## config.mk

```make
export PLATFORM = sky130hd
export DESIGN_NAME = uart_tx_fifo
export DESIGN_NICKNAME = d
export VERILOG_FILES = /design/src/rtl/uart_tx_fifo.sv
export SDC_FILE = /design/constraint.sdc
export NUM_CORES = 1
export LEC_CHECK = 0
export CAP_MARGIN = 20
export CORE_UTILIZATION = 52
export DETAILED_ROUTE_END_ITERATION = 6
export PLACE_DENSITY_LB_ADDON = 0.2
export SETUP_SLACK_MARGIN = 0.02
export SYNTH_ARGS = -nofsm -noshare
export SYNTH_HDL_FRONTEND = slang
export SYNTH_SLANG_ARGS = --single-unit
export TNS_END_PERCENT = 30
```

## constraint.sdc

```tcl
create_clock -name clk -period 4.67 [get_ports clk]
set_input_delay 0.934 -clock clk [delete_from_list [all_inputs] [get_ports clk]]
set_output_delay 0.934 -clock clk [all_outputs]
set_load 0.03 [all_outputs]
```

## src/rtl/uart_tx_fifo.sv

```systemverilog
// 8N1 UART transmitter fed by a small write FIFO.
// Bit period is div+1 clocks, latched per frame at the FIFO pop.
module uart_tx_fifo #(
  parameter int DEPTH = 4,
  parameter int DIV_W = 16
) (
  input  logic                     clk,
  input  logic                     reset,
  input  logic [DIV_W-1:0]         div,
  input  logic                     wr_valid,
  input  logic [7:0]               wr_data,
  output logic                     wr_ready,
  output logic                     tx,
  output logic                     busy,
  output logic [$clog2(DEPTH):0]   fifo_count
);

  localparam int AW = $clog2(DEPTH);
  localparam logic [AW:0] LP_FULL = (AW+1)'(DEPTH);

  typedef enum logic [1:0] {
    S_IDLE,
    S_START,
    S_DATA,
    S_STOP
  } state_t;

  state_t           r_state;
  logic [7:0]       r_mem [DEPTH];
  logic [AW:0]      r_wptr;
  logic [AW:0]      r_rptr;
  logic [7:0]       r_shift;
  logic [DIV_W-1:0] r_baud;
  logic [DIV_W-1:0] r_div_q;
  logic [2:0]       r_bit_idx;
  logic             r_tx;

  logic [AW:0]      w_count;
  logic             w_full;
  logic             w_empty;
  logic             w_wr;
  logic             w_pop;
  logic             w_bit_end;
  logic [7:0]       w_head;

  assign w_count   = r_wptr - r_rptr;
  assign w_full    = (w_count == LP_FULL);
  assign w_empty   = (w_count == '0);
  assign w_wr      = wr_valid && !w_full;
  assign w_bit_end = (r_baud == '0);
  assign w_head    = r_mem[r_rptr[AW-1:0]];

  // Pop either from idle or exactly at the end of a stop bit.
  assign w_pop = !w_empty &&
    ((r_state == S_IDLE) ||
     ((r_state == S_STOP) && w_bit_end));

  always_ff @(posedge clk) begin
    if (w_wr)
      r_mem[r_wptr[AW-1:0]] <= wr_data;
  end

  always_ff @(posedge clk or posedge reset) begin
    if (reset) begin
      r_wptr <= '0;
      r_rptr <= '0;
    end else begin
      if (w_wr)
        r_wptr <= r_wptr + 1'b1;
      if (w_pop)
        r_rptr <= r_rptr + 1'b1;
    end
  end

  always_ff @(posedge clk or posedge reset) begin
    if (reset) begin
      r_state   <= S_IDLE;
      r_tx      <= 1'b1;
      r_shift   <= '0;
      r_baud    <= '0;
      r_div_q   <= '0;
      r_bit_idx <= '0;
    end else begin
      unique case (r_state)
        S_IDLE: begin
          r_tx <= 1'b1;
          if (w_pop) begin
            r_shift <= w_head;
            r_baud  <= div;
            r_div_q <= div;
            r_tx    <= 1'b0;
            r_state <= S_START;
          end
        end
        S_START: begin
          if (w_bit_end) begin
            r_baud    <= r_div_q;
            r_bit_idx <= '0;
            r_tx      <= r_shift[0];
            r_state   <= S_DATA;
          end else begin
            r_baud <= r_baud - 1'b1;
          end
        end
        S_DATA: begin
          if (w_bit_end) begin
            r_baud <= r_div_q;
            if (r_bit_idx == 3'd7) begin
              r_tx    <= 1'b1;
              r_state <= S_STOP;
            end else begin
              r_shift   <= {1'b0, r_shift[7:1]};
              r_tx      <= r_shift[1];
              r_bit_idx <= r_bit_idx + 1'b1;
            end
          end else begin
            r_baud <= r_baud - 1'b1;
          end
        end
        S_STOP: begin
          if (w_bit_end) begin
            // Back-to-back frames: no idle cycle when data is queued.
            if (w_pop) begin
              r_shift <= w_head;
              r_baud  <= div;
              r_div_q <= div;
              r_tx    <= 1'b0;
              r_state <= S_START;
            end else begin
              r_tx    <= 1'b1;
              r_state <= S_IDLE;
            end
          end else begin
            r_baud <= r_baud - 1'b1;
          end
        end
        default: begin
          r_tx    <= 1'b1;
          r_state <= S_IDLE;
        end
      endcase
    end
  end

  assign wr_ready   = !w_full;
  assign tx         = r_tx;
  assign busy       = (r_state != S_IDLE) || !w_empty;
  assign fifo_count = w_count;

endmodule

```

==> results.toml <==
[layout]
antennaDiodeCount = 0
filler_cell_count = 661
drive_gt1_share_pct = 19.9
nNetsFinal = 419
layout_commonest_cell = "dfrtp_1"
mostFrequentLayoutCells = "dfrtp_1 (51), clkdlybuf4s50_1 (32), edfxtp_1 (32)"
area_delta_synth_final_pct = 14.6

[clock_tree]
clk_latency_ns = 0.36
cts_tree = "done"
post_cts_buffers = 0
cts-resized-gates = 0
ctsRootBufferMaster = "clkbuf_8"
cts.sinks = 84
htree_levels = 3
cts_hold_buf = 0
cts-buffers-inserted = 9
clk_pin_slew_ns = 0.09
cts_buffer_depth = 2

[setup_path]
crit_start = "r_rptr[0]$_DFFE_PP0N_"
r2r_slack_ns = 1.45
cp-end-kind = "primary output"
required_ns = 3.74
worst-setup-path-type = "reg -> out"
crit_fanout = 11
start_kind = "register"
reg2reg_from = "r_state[1]$_DFFE_PP0P_"
reg2reg_depth = 6
r2r_end = "r_shift[7]$_DFFE_PP0P_"
crit_arrival_ns = 3.34
worstSetupEndpoint = "busy"

[outcome]
status = "finished clean"

[synthesis]
postSynthCellCount = 345
synth.distinct_cells = 60
ys_async_sr_fraction_pct = 61.9
yosysWarningCount = 0
synth_top_family_by_area = "multiplexers"
yosysSeqAreaShare_pct = 51.4
syn_area_mm2 = 0.00440
yosys.area_share.simple_pct = 9.86
avgSynthCellArea_um2 = 12.8
synth_compound_area_share_pct = 10.1
synth-edff-count = 32
postSynthRegisterBits = 84
synth_fa_ha_area_share_pct = 4.72
synth_top_area_share_pct = 29.0
synth.net_count = 388
synth_largest_area_cell = "dfrtp_1"
synth_xor_area_share_pct = 3.32
netlist_top_cells_area = "dfrtp_1 (29%), edfxtp_1 (22%), mux2_2 (6.4%)"
synth.area.mux_share_pct = 17.5
synth_top_flop_cell = "dfrtp_1"

[worst_hold_path]
hold_path.class = "reg -> reg"
min_from = "r_rptr[2]$_DFFE_PP0N_"
hold_depth = 1

[sta]
relSlewSlack_pct = 38.6
fmax_mhz = 234
whs_ns = 0.485
worst_pin_slew_ns = 0.920
worst_clock_skew_ns = 0.00947
setup_tns_ns = 0
hold_viol_final = 0
slew_viol_final = 0
finalSetupViolCount = 0
period_share_pct = 91.5
rsz0062_at_grt = "false"
fin_crit_ns = 4.27

[floorplan]
num_rows = 33
start_util_pct = 53.6
ios = 33
die_area_mm2 = 0.00884
die_h_um = 94.0
die_w_um = 94.0
coreArea_mm2 = 0.00822

[routing]
dr.pass1.iters = 5
ant_nets = 0
num_vias = 2872
viasPerCell = 5.91
wl_per_cell_um = 17.9
drc = 0
routed_wl_mm = 8.69
drt_iter0_drc = 156

[grt]
grt_use_met3_pct = 4.45
grt_max_degree = 44
grt_pass1_wl_mm = 14.1
antenna_found_initial = 0
use_met1_pct = 30.4
grt-busiest-layer = "met2"
track_usage_pct = 21.3
grt_pass1_vias = 2842
overflow = 0
met2_usage_pct = 31.6

[placed_design]
place.gp.congestion = 0.758
numPortBuffers = 32
dpl.hpwl_mm = 5.78

[power]
total_leakage_power_nw = 2.09
powerDensity_mw_per_mm2 = 768
ir_drop_mv = 0.627
report.power.total_mw = 3.87

[run]
cap_violations = 0
## how the worst min path moves through the flow
| stage | to | slack, ns |
|---|---|---|
| final | r_rptr[2]$_DFFE_PP0N_ | 0.48 |
| after detailed placement | tx$_DFFE_PP1P_ | 0.48 |
| after global placement | tx$_DFFE_PP1P_ | 0.47 |
| after CTS | r_rptr[2]$_DFFE_PP0N_ | 0.49 |
| after global routing | r_rptr[2]$_DFFE_PP0N_ | 0.51 |
| after floorplan | r_rptr[2]$_DFFE_PP0N_ | 0.44 |
## layout make-up
cell class              count  area [um2]  area share (%)
inverters                  16        60.1            1.19
well taps                 105         131            2.60
clock buffers               9         124            2.45
flip-flops and latches     84        2260            44.9
multi-input cells         229        2010            39.8
clock inverters             7         106            2.11
repair buffers             36         350            6.94
## per-layer routing
metal	share of wire, %	routed length, um	up-vias
met3	5.9	513	12
met1	48	4170	1417
met5	0	0	-
met4	1.4	121	0
li1	-	-	1363
met2	45	3890	80
## cells in the mapped netlist, types with 5 or more instances
cell	instances
dfrtp_1	51
edfxtp_1	32
mux2_2	25
mux2i_1	19
nor2_1	19
inv_1	16
ha_1	15
nand2_1	13
o21ai_0	11
xnor2_1	11
o22ai_1	10
mux2_4	8
mux4_2	8
nand3_1	7
a22o_1	5
and3_1	5
buf_2	5
clkbuf_1	5
nor3_1	5
o211ai_1	5
## logic make-up after synthesis
family | Yosys count
flops | 84
fa+ha+maj | 16
buf+inv | 32
xor+xnor | 15
compound gates | 60
simple gates | 78
mux | 60
## metrics by stage
| step | worst slack [ns] | util (%) | instance area (um2) | std cells |
|---|---|---|---|---|
| after floorplan | 1.50 | - | 4400 | 345 |
| after global placement | 0.817 | 58.5 | 4810 | 469 |
| after detailed placement | 0.805 | 58.6 | 4820 | 470 |
| after CTS | 0.375 | 61.4 | 5050 | 486 |
| after global routing | 0.269 | 61.4 | 5050 | 486 |
| final | 0.398 | 61.4 | 5050 | 486 |
## critical path, cell delays in order (launching register included)
cell and delay [ns]:
dfrtp_1 0.60, ha_1 0.31, fa_1 0.39, xor3_1 0.43, or2_2 0.37, nor2_1 0.20, inv_1 0.09, clkdlybuf4s50_1 0.59
## power breakdown
group	internal (mW)	switching [mW]	leakage (nW)
Sequential	1.06	0.215	0.929
Clock	0.311	0.291	0.116
Combinational	0.957	1.04	1.05
## sequential cells by signal, indices dropped and copies added (netlist names)
signal,cells
r_state,2
r_rptr,3
r_shift,8
r_baud,16
r_mem,32
tx,1
r_bit_idx,3
r_wptr,3
r_div_q,16
Power figures use the tool's default switching activity.
==> variant 1: new RTL, same settings <==
`DIV_W`: 16 -> 32.
--- a/src/rtl/uart_tx_fifo.sv
+++ b/src/rtl/uart_tx_fifo.sv
@@ -4,3 +4,3 @@
   parameter int DEPTH = 4,
-  parameter int DIV_W = 16
+  parameter int DIV_W = 32
 ) (
Interface: changed (resized div); port bits go from 33 to 49. No check against the original RTL was run, so the function may have changed too.
==> variant 1 against the unedited design <==
Maximum frequency hardly changed; cell area rose by 47%; total power fell by 1.1%; sequential cell count is 32 higher; core utilization increased by 3.1 points; setup slack gained 0.0016 ns; routed wire length grew 67%; synthesized area increased by 39%; count of clock-buffer cells in the layout up 10; largest power group is now registers.
==> variant 1: results (changes against the unedited design) <==
| Metric | Value |
|---|---|
| CP Max Fanout | `5 (was 11)` |
| R2r worst-path depth | `7 (was 6)` |
| Max stage delay cell, worst path | `clkdlybuf4s50_1 (was dfrtp_1)` |
| Internal reg-to-reg setup slack | `1.19 ns (was 1.45 ns)` |
| Vias in the first global route | `4692 (was 2842)` |
| Cell family with the largest share of critical-path delay | `simple AND/OR/NAND/NOR gates (was adder cells)` |
| Yosys cell types | `55 (was 60)` |
| CTS clk-pin slew, worst paths | `0.06 ns (was 0.09 ns)` |
| Fillers | `874 (was 661)` |
| Outcome | `finished, final reports clean (unchanged)` |
| CTS Root Cell | `clkbuf_16 (was clkbuf_8)` |
| Share of synthesized registers carrying an async set or reset | `0.724 (was 0.619)` |
| Total CTS buffers | `17 (was 9)` |
| Placed insts | `714 (was 470)` |
| Layout cells sized above 1 | `0.169 (was 0.199)` |
| Gpl congestion | `0.811 (was 0.758)` |
| First-pass GRT wire length | `23.7 mm (was 14.1 mm)` |
| Placed Instance Area | `6760 um2 (was 4820 um2)` |
| Most instantiated cells after synthesis | `dfrtp_1, nand2_1, edfxtp_1, mux2_2, o21ai_0 (was dfrtp_1, edfxtp_1, mux2_2, mux2i_1, nor2_1)` |
| Highest cell delay on the worst timing path | `0.65 ns (was 0.60 ns)` |
| Rel. slew slack | `0.337 (was 0.386)` |
| Largest net degree at the start of global routing | `61 (was 44)` |
| Vias | `4599 (was 2872)` |
| Leak | `0.00293 uW (was 0.00209 uW)` |
| GRT Total Usage | `0.250 (was 0.213)` |
| Mapped Nets | `599 (was 388)` |
| Hpwl dp | `9.43 mm (was 5.78 mm)` |
| I/O Buffers | `48 (was 32)` |
-- variant 1: cell types whose count changed after synthesis, moves of 6 or more --
cell      before  now
o22ai_1       10   18
a22oi_1        2   18
o21ai_0       11   27
nor3_1         5   17
nand2_1       13   55
nor4_1         3   12
clkbuf_1       5   22
dfrtp_1       51   83
mux2i_1       19   25
a21oi_1        4   18
mux2_2        25   32
xor2_1         3   16
-- variant 1: cells by family after synthesis --
kind of cell,after synthesis,share of synthesized area
simple gates,147,0.120
fa+ha+maj,16,0.0338
mux,72,0.146
xor+xnor,26,0.0395
compound gates,118,0.129
flops,116,0.499
buf+inv,45,0.0330
-- variant 1: where the power goes --
part | internal, uW | switching [uW]
Clock | 891 | 476
Sequential | 1290 | 227
Combinational | 444 | 506
Total | 2620 | 1210
-- variant 1: final cells by class --
| class | instances | area share |
|---|---|---|
| clock inverter | 13 | 0.0247 |
| sequential | 116 | 0.414 |
| tap | 143 | 0.0242 |
| clock buffer | 19 | 0.0585 |
| multi-input combinational | 379 | 0.389 |
| inverter | 15 | 0.00778 |
| timing repair buffer | 62 | 0.0819 |
-- variant 1: how the worst max path moves through the flow --
stage                                from                endpoint
CTS                 r_wptr[0]$_DFFE_PP0P_                    busy
global route        r_wptr[0]$_DFFE_PP0P_                    busy
global placement    r_wptr[0]$_DFFE_PP0P_                    busy
floorplan                       flip-flop  r_div_q[0]$_DFFE_PP0P_
detailed placement  r_wptr[0]$_DFFE_PP0P_                    busy
finish              r_wptr[0]$_DFFE_PP0P_                    busy
-- variant 1: metal layers --
layer / global-route usage / share of wire
met4: 0.0987 / 0.020
met5: 0 / 0
met1: 0.339 / 0.45
met3: 0.0749 / 0.055
met2: 0.377 / 0.47
-- variant 1: per-stage QoR --
| step | worst slack (ns) | hold WS, ns |
|---|---|---|
| after floorplan | 1.39 | 0.447 |
| after global placement | 0.949 | 0.468 |
| after detailed placement | 0.852 | 0.464 |
| after CTS | 0.401 | 0.480 |
| after global routing | 0.208 | 0.485 |
| final | 0.400 | 0.476 |
==> variant 2: new RTL, config.mk and constraints unchanged <==
Without the edit above. Register the input `div` before use, with the module's reset. The logic sees it one clock later. The other inputs are not delayed to match.
--- a/src/rtl/uart_tx_fifo.sv
+++ b/src/rtl/uart_tx_fifo.sv
@@ -26,2 +26,12 @@
   } state_t;
+
+  logic [DIV_W-1:0] div_q;
+
+  always_ff @(posedge clk or posedge reset) begin
+    if (reset) begin
+      div_q <= '0;
+    end else begin
+      div_q <= div;
+    end
+  end
 
@@ -88,4 +98,4 @@
             r_shift <= w_head;
-            r_baud  <= div;
-            r_div_q <= div;
+            r_baud  <= div_q;
+            r_div_q <= div_q;
             r_tx    <= 1'b0;
@@ -124,4 +134,4 @@
               r_shift <= w_head;
-              r_baud  <= div;
-              r_div_q <= div;
+              r_baud  <= div_q;
+              r_div_q <= div_q;
               r_tx    <= 1'b0;
Formal check against the unedited RTL: not equivalent (Yosys sat finds a counterexample within 4 cycles, from zero or initial values and one cycle with reset high).
==> variant 2 against the unedited design <==
The flow now finishes with violations (design-rule violations); setup slack improved by 0.29 ns; via count grew 5.6%; maximum frequency is 7.2% higher; cell area rose by 7.1%; routed wire length rose by 4.8%; total power rose by 2.2%; clock skew increased by 0.0017 ns; count of clock-buffer cells in the layout up 1; sequential cell count is 16 higher; synthesized area up 9.1%; highest routed layer unchanged.
==> variant 2: results (changes against the unedited design) <==
| Metric | Value |
|---|---|
| Clock skew | `0.0112 ns (was 0.00947 ns)` |
| Max stage delay cell, worst path | `clkdlybuf4s50_1 (was dfrtp_1)` |
| Met1 usage | `0.258 (was 0.304)` |
| Met1 WL | `4.01 mm (was 4.17 mm)` |
| Synth Area in XOR/XNOR | `0.0320 (was 0.0332)` |
| Post-place setup slack | `1.08 ns (was 0.805 ns)` |
| Clk pwr share | `0.146 (was 0.155)` |
| Sw Ratio | `0.395 (was 0.399)` |
| Yosys cell types | `53 (was 60)` |
| Non-clock buffers, area share | `0.0657 (was 0.0694)` |
| Met2 Routed Length | `4.61 mm (was 3.89 mm)` |
| Fmax achieved | `0.251 GHz (was 0.234 GHz)` |
| Layout cells sized above 1 | `0.180 (was 0.199)` |
| Buffers, non-clock | `37 (was 36)` |
| Hpwl dp | `6.15 mm (was 5.78 mm)` |
| Clk. pwr | `577 uW (was 602 uW)` |
| Sequential cells | `100 (was 84)` |
| WHS | `0.480 ns (was 0.485 ns)` |
| Top cells by area, synth | `dfrtp_1, edfxtp_1, mux2_2, ha_1, mux4_2 (was dfrtp_1, edfxtp_1, mux2_2, mux2i_1, ha_1)` |
| Final nets | `443 (was 419)` |
| Placed Instance Area | `5190 um2 (was 4820 um2)` |
| DRC violation count after routing | `1 (was 0)` |
| Outcome | `finished with violations (was finished, final reports clean)` |
| Compound-Gate Fraction of Synth Area | `0.0982 (was 0.101)` |
| Initial DRC Count | `96 (was 156)` |
| Violated checks | `design-rule violations` |
| Multi-input gate count | `239 (was 229)` |
| Cell family with the largest share of critical-path delay | `buffers and inverters (was adder cells)` |
variant 2: changes by cell type after synthesis, sizes merged, moves of 4 or more:
cell | before | now
dfrtp | 51 | 67
a21oi | 5 | 12
nand2 | 13 | 19
clkbuf | 6 | 11
mux2i | 19 | 14
a221oi | 4 | 0
mux2 | 33 | 37
nor2 | 20 | 24
variant 2: path summary, 6_finish.rpt:
kind | startpoint | endpoint | depth (start not counted)
max in group asynchronous | reset | div_q[9]$_DFF_PP0_ | 3
setup / recovery | r_wptr[0]$_DFFE_PP0P_ | busy | 8
setup reg to reg | r_wptr[0]$_DFFE_PP0P_ | r_baud[5]$_DFF_PP0_ | 9
hold reg to reg | r_rptr[2]$_DFFE_PP0N_ | r_rptr[2]$_DFFE_PP0N_ | 1
min in group asynchronous | reset | r_shift[2]$_DFFE_PP0P_ | 2
hold / removal | r_rptr[2]$_DFFE_PP0N_ | r_rptr[2]$_DFFE_PP0N_ | 1
